===== src/rtl/demux_merge_pkg.sv =====
// Shared constants and the tagged FIFO entry for the ALU/Buffer2 merge stage.
package demux_merge_pkg;

  localparam int unsigned DATA_W = 32;

  localparam logic OP_ALU  = 1'b0;
  localparam logic OP_BUF2 = 1'b1;

  typedef struct packed {
    logic              op;
    logic [DATA_W-1:0] data;
  } entry_t;

endpackage


===== src/rtl/merge_fifo.sv =====
// DEPTH-entry synchronous FIFO of tagged words; head entry is read combinationally.
module merge_fifo
  import demux_merge_pkg::*;
#(
  parameter int unsigned DEPTH = 2
) (
  input  logic   clk,
  input  logic   rst,
  input  logic   push,
  input  entry_t wdata,
  input  logic   pop,
  output entry_t rdata,
  output logic   full,
  output logic   empty
);

  localparam int unsigned PTR_W = (DEPTH > 1) ? $clog2(DEPTH) : 1;
  localparam int unsigned CNT_W = $clog2(DEPTH + 1);

  entry_t             mem [DEPTH];
  logic [PTR_W-1:0]   wr_ptr;
  logic [PTR_W-1:0]   rd_ptr;
  logic [CNT_W-1:0]   count;
  logic               do_push;
  logic               do_pop;

  assign full    = (count == CNT_W'(DEPTH));
  assign empty   = (count == '0);
  assign do_push = push && !full;
  assign do_pop  = pop && !empty;

  // Pointers wrap naturally because DEPTH is a power of two.
  always_ff @(posedge clk) begin
    if (rst) begin
      wr_ptr <= '0;
      rd_ptr <= '0;
      count  <= '0;
    end else begin
      if (do_push) wr_ptr <= wr_ptr + PTR_W'(1);
      if (do_pop)  rd_ptr <= rd_ptr + PTR_W'(1);
      case ({do_push, do_pop})
        2'b10:   count <= count + CNT_W'(1);
        2'b01:   count <= count - CNT_W'(1);
        default: count <= count;
      endcase
    end
  end

  always_ff @(posedge clk) begin
    if (do_push) mem[wr_ptr] <= wdata;
  end

  // Gate the head with empty so an idle output reads as all zeros.
  assign rdata = empty ? '0 : mem[rd_ptr];

endmodule


===== src/rtl/demux_merge.sv =====
// Round-robin merge of the ALU and Buffer2 result paths into a tagged output FIFO.
module demux_merge
  import demux_merge_pkg::*;
#(
  parameter int unsigned DEPTH = 2,
  parameter int unsigned CW    = 16
) (
  input  logic              clk,
  input  logic              rst,
  input  logic [DATA_W-1:0] alu_data,
  input  logic              alu_valid,
  output logic              alu_ready,
  input  logic [DATA_W-1:0] buf2_data,
  input  logic              buf2_valid,
  output logic              buf2_ready,
  output logic [DATA_W-1:0] out_data,
  output logic              out_op,
  output logic              out_valid,
  input  logic              out_ready,
  output logic [CW-1:0]     cnt_alu,
  output logic [CW-1:0]     cnt_buf2
);

  logic   last_grant;
  logic   grant;
  logic   space;
  logic   alu_fire;
  logic   buf2_fire;
  logic   push;
  logic   pop;
  logic   full;
  logic   empty;
  entry_t wdata;
  entry_t rdata;

  // On conflict the source that did not win last time is granted.
  always_comb begin
    grant = OP_ALU;
    if (alu_valid && buf2_valid) grant = ~last_grant;
    else if (buf2_valid)         grant = OP_BUF2;
  end

  assign space      = !full;
  assign alu_ready  = space && alu_valid  && (grant == OP_ALU);
  assign buf2_ready = space && buf2_valid && (grant == OP_BUF2);
  assign alu_fire   = alu_valid  && alu_ready;
  assign buf2_fire  = buf2_valid && buf2_ready;
  assign push       = alu_fire || buf2_fire;
  assign pop        = out_valid && out_ready;

  assign wdata.op   = grant;
  assign wdata.data = (grant == OP_BUF2) ? buf2_data : alu_data;

  merge_fifo #(.DEPTH(DEPTH)) u_fifo (
    .clk   (clk),
    .rst   (rst),
    .push  (push),
    .wdata (wdata),
    .pop   (pop),
    .rdata (rdata),
    .full  (full),
    .empty (empty)
  );

  assign out_valid = !empty;
  assign out_data  = rdata.data;
  assign out_op    = rdata.op;

  always_ff @(posedge clk) begin
    if (rst) begin
      last_grant <= OP_BUF2;
      cnt_alu    <= '0;
      cnt_buf2   <= '0;
    end else begin
      if (push)      last_grant <= grant;
      if (alu_fire)  cnt_alu    <= cnt_alu + CW'(1);
      if (buf2_fire) cnt_buf2   <= cnt_buf2 + CW'(1);
    end
  end

endmodule


===== config.mk =====
export PLATFORM = sky130hd
export DESIGN_NAME = demux_merge
export DESIGN_NICKNAME = d
export VERILOG_FILES = /design/src/rtl/demux_merge_pkg.sv /design/src/rtl/merge_fifo.sv /design/src/rtl/demux_merge.sv
export SDC_FILE = /design/constraint.sdc
export NUM_CORES = 1
export LEC_CHECK = 0
export ABC_AREA = 0
export ABC_CLOCK_PERIOD_IN_PS = 3000
export BUFFER_PORTS_ARGS = -buffer_cell sky130_fd_sc_hd__buf_2
export CORE_MARGIN = 2
export CORE_UTILIZATION = 30
export CTS_BUF_LIST = sky130_fd_sc_hd__clkbuf_4
export CTS_CLUSTER_SIZE = 24
export DETAILED_ROUTE_END_ITERATION = 8
export PLACE_DENSITY_LB_ADDON = 0.05
export SYNTH_ARGS = -nofsm -noshare
export SYNTH_HDL_FRONTEND = slang
export SYNTH_SLANG_ARGS = --single-unit

===== constraint.sdc =====
create_clock -name clk -period 3 [get_ports clk]
set_input_delay 0.3 -clock clk [delete_from_list [all_inputs] [get_ports clk]]
set_output_delay 0.3 -clock clk [all_outputs]
set_load 0.01 [all_outputs]

==> reports/metrics.yaml <==
logic_synthesis:
  syn_area_per_cell_um2: 12.2
  synth.cell_area_mm2: 0.00462
  yosysSeqAreaShare: 0.594
  syn_inst: 380
  ys.flop_type: "edfxtp_1"
  synth_nets: 452
  yosysUniqueCellTypes: 39
  async_flop_share: 0
  synth-edff-count: 66
  ys_warn_count: 0
  yosys_register_bits: 104
layout:
  stdcell_area_mm2: 0.00565
  drive_gt1_frac: 0.390
  nets: 585
  finalNonFillerCells: 707
  syn2layout_area_growth_pct: 22.4
  utilization: 0.373
timing:
  worst_pin_slew_ns: 0.897
  period_minus_slack_ns: 2.17
  final_hold_viol_count: 0
  hold-worst-slack_ns: 0.142
  finalClockSkew_ns: 0.0137
  slew_headroom: 0.396
  setup_viol: 0
  fin_crit_sh: 0.723
  max_freq_mhz: 461
  tns_ns: 0
  drv_slew: 0
  fin_ws_ns: 0.831
  rsz0062_at_grt: "no"
die:
  coreArea_mm2: 0.0151
  num_io_pins: 137
  initial_utilization: 0.305
  dieArea_mm2: 0.0164
  die_w_um: 128
  die_h_um: 128
  rows: 45
cts:
  cts_root_buf: "clkbuf_4"
  cts_hold_buffers: 0
  cts_resized: 0
  cts_setup_buffers: 0
  clkTransAtPathRegs_ns: 0.16
  clk_latency_ns: 0.47
  cts.path.max_buffers: 2
  clkSinkCount: 104
  htreeDepth: 3
  cts_buffers: 9
  cts_tree: "yes"
detailed_routing:
  drc_errors: 0
  drt_iter0_drc: 122
  dr.pass1.iters: 4
  ant_nets: 0
  wl_mm: 10.1
  wire_per_inst_um: 14.3
  num_vias: 3300
  vias_per_cell: 4.67
worst_setup_path:
  start_kind: "flop"
  crit_type: "reg2out"
  end_kind: "output port"
  reg2reg_depth: 5
  crit_chain: "buf_4, mux2i_1, nor2_1, buf_2"
  worst_path_max_delay_cell: "dfxtp_2"
  critPathTopFamily: "flip-flops"
  arrival_ns: 1.87
  cp.depth: 4
  cp_max_fo: 13
  critical-path-max-stage-delay_ns: 0.63
  cp_num_buf_inv: 2
  critPathRequiredTime_ns: 2.70
run:
  drv_cap: 0
run_status:
  status: "completed"
power_and_ir_drop:
  power_density_mw_per_mm2: 733
  finalPower_mw: 4.15
  peakVddDrop_v: 0.000262
  leakagePower_nw: 2.21
min_path:
  min_path_cells: 2
  hp-class: "in2reg"
placed_design:
  hpwl_mm: 6.74
  gp_congestion: 0.677
  place_ws_ns: 0.829
  dpl_cell_area_mm2: 0.00551
  io_buffers: 136
  dp_cells: 690
global_route:
  gr-total-overflow: 0
  grt_pass1_vias: 3052
  gr-usage-all-layers: 0.125
  grt_antenna_before_repair: 1
  grt_pass1_wl_mm: 15.6
  grt_max_degree: 40
cells in the final DEF (no fill, tap or decap), types with 2 or more instances in the layout:
cell      count
nor2_4        2
a21oi_1      23
edfxtp_1     66
nand4_1       7
o21ai_0       9
inv_1        10
buf_4         7
and2_1        3
and3_1        2
xor2_1        9
buf_2       136
o31ai_1      13
nand3_1      10
clkbuf_4      9
ha_1          3
mux2_2       33
or4_1        12
xnor2_1       4
dfxtp_1      37
clkinv_4      3
nor2_1       48
nand2_1      10
or3_1         7
mux2i_1      34
layer usage:
metal / GRT usage / vias up / part of all wire
li1: - / 1666 / -
met1: 0.149 / 1538 / 0.44
met2: 0.212 / 85 / 0.49
met3: 0.0280 / 11 / 0.054
met4: 0.0601 / 0 / 0.019
met5: 0 / - / 0
cell type report:
type                    instances  area, µm²
flip-flops and latches        104       2740
clock buffers                   9       67.6
clock inverters                 7       72.6
diodes                          1       2.50
fillers                      1520       9490
well taps                     188        235
repair buffers                143        733
multi-input cells             245       1760
inverters                      10       37.5
synth_stat cells, drive strengths merged (2+ instances only):
master  count  share of area
a21oi      23          0.025
nand2      10         0.0081
or4        13          0.021
buf         6         0.0098
nand3      10          0.011
ha          3         0.0081
mux2i      34          0.074
o31ai      13          0.021
xor2        9          0.017
xnor2       4         0.0076
and2        3         0.0041
and3        2         0.0027
nor2       51          0.041
nand4       8          0.012
or3         9          0.014
inv        10         0.0081
nand2b      2         0.0033
dfxtp      38           0.16
mux2       33          0.080
edfxtp     66           0.43
o21ai       9         0.0098
clkbuf     14          0.011
worst reg2reg max path, stage by stage (launching register included):
cell	delay [ns]
dfxtp_1	0.44
nand2b_2	0.32
o21ai_0	0.39
ha_1	0.45
or3_1	0.35
a21oi_1	0.14
final timing paths:
kind,from,endpoint,slack (ns)
setup / recovery,flop,out_data[24],0.83
hold / removal,buf2_data[17],u_fifo.mem[1][17],0.14
setup reg to reg,u_fifo.count[0],u_fifo.count[1],0.85
hold reg to reg,cnt_alu[9],cnt_alu[9],0.51
registers in the layout, summed over array words and instances, names as in the netlist, named ones only:
register	flops
u_fifo.wr_ptr	1
last_grant	1
u_fifo.count	2
u_fifo.rd_ptr	1
cnt_buf2	16
cnt_alu	16
u_fifo.mem	66
kinds of logic after synthesis:
logic type | synth area share
DFF | 0.594
adders and majority gates | 0.00813
and+or+nand+nor | 0.129
AOI/OAI and AO/OA | 0.0588
muxes | 0.154
xor gates and xnor gates | 0.0246
buffers and inverters | 0.0311
report_power, final:
group,internal (mW),switching (mW)
combinational,0.557,0.840
clock,0.255,0.472
sequential,1.90,0.125
Power figures use the tool's default switching activity.
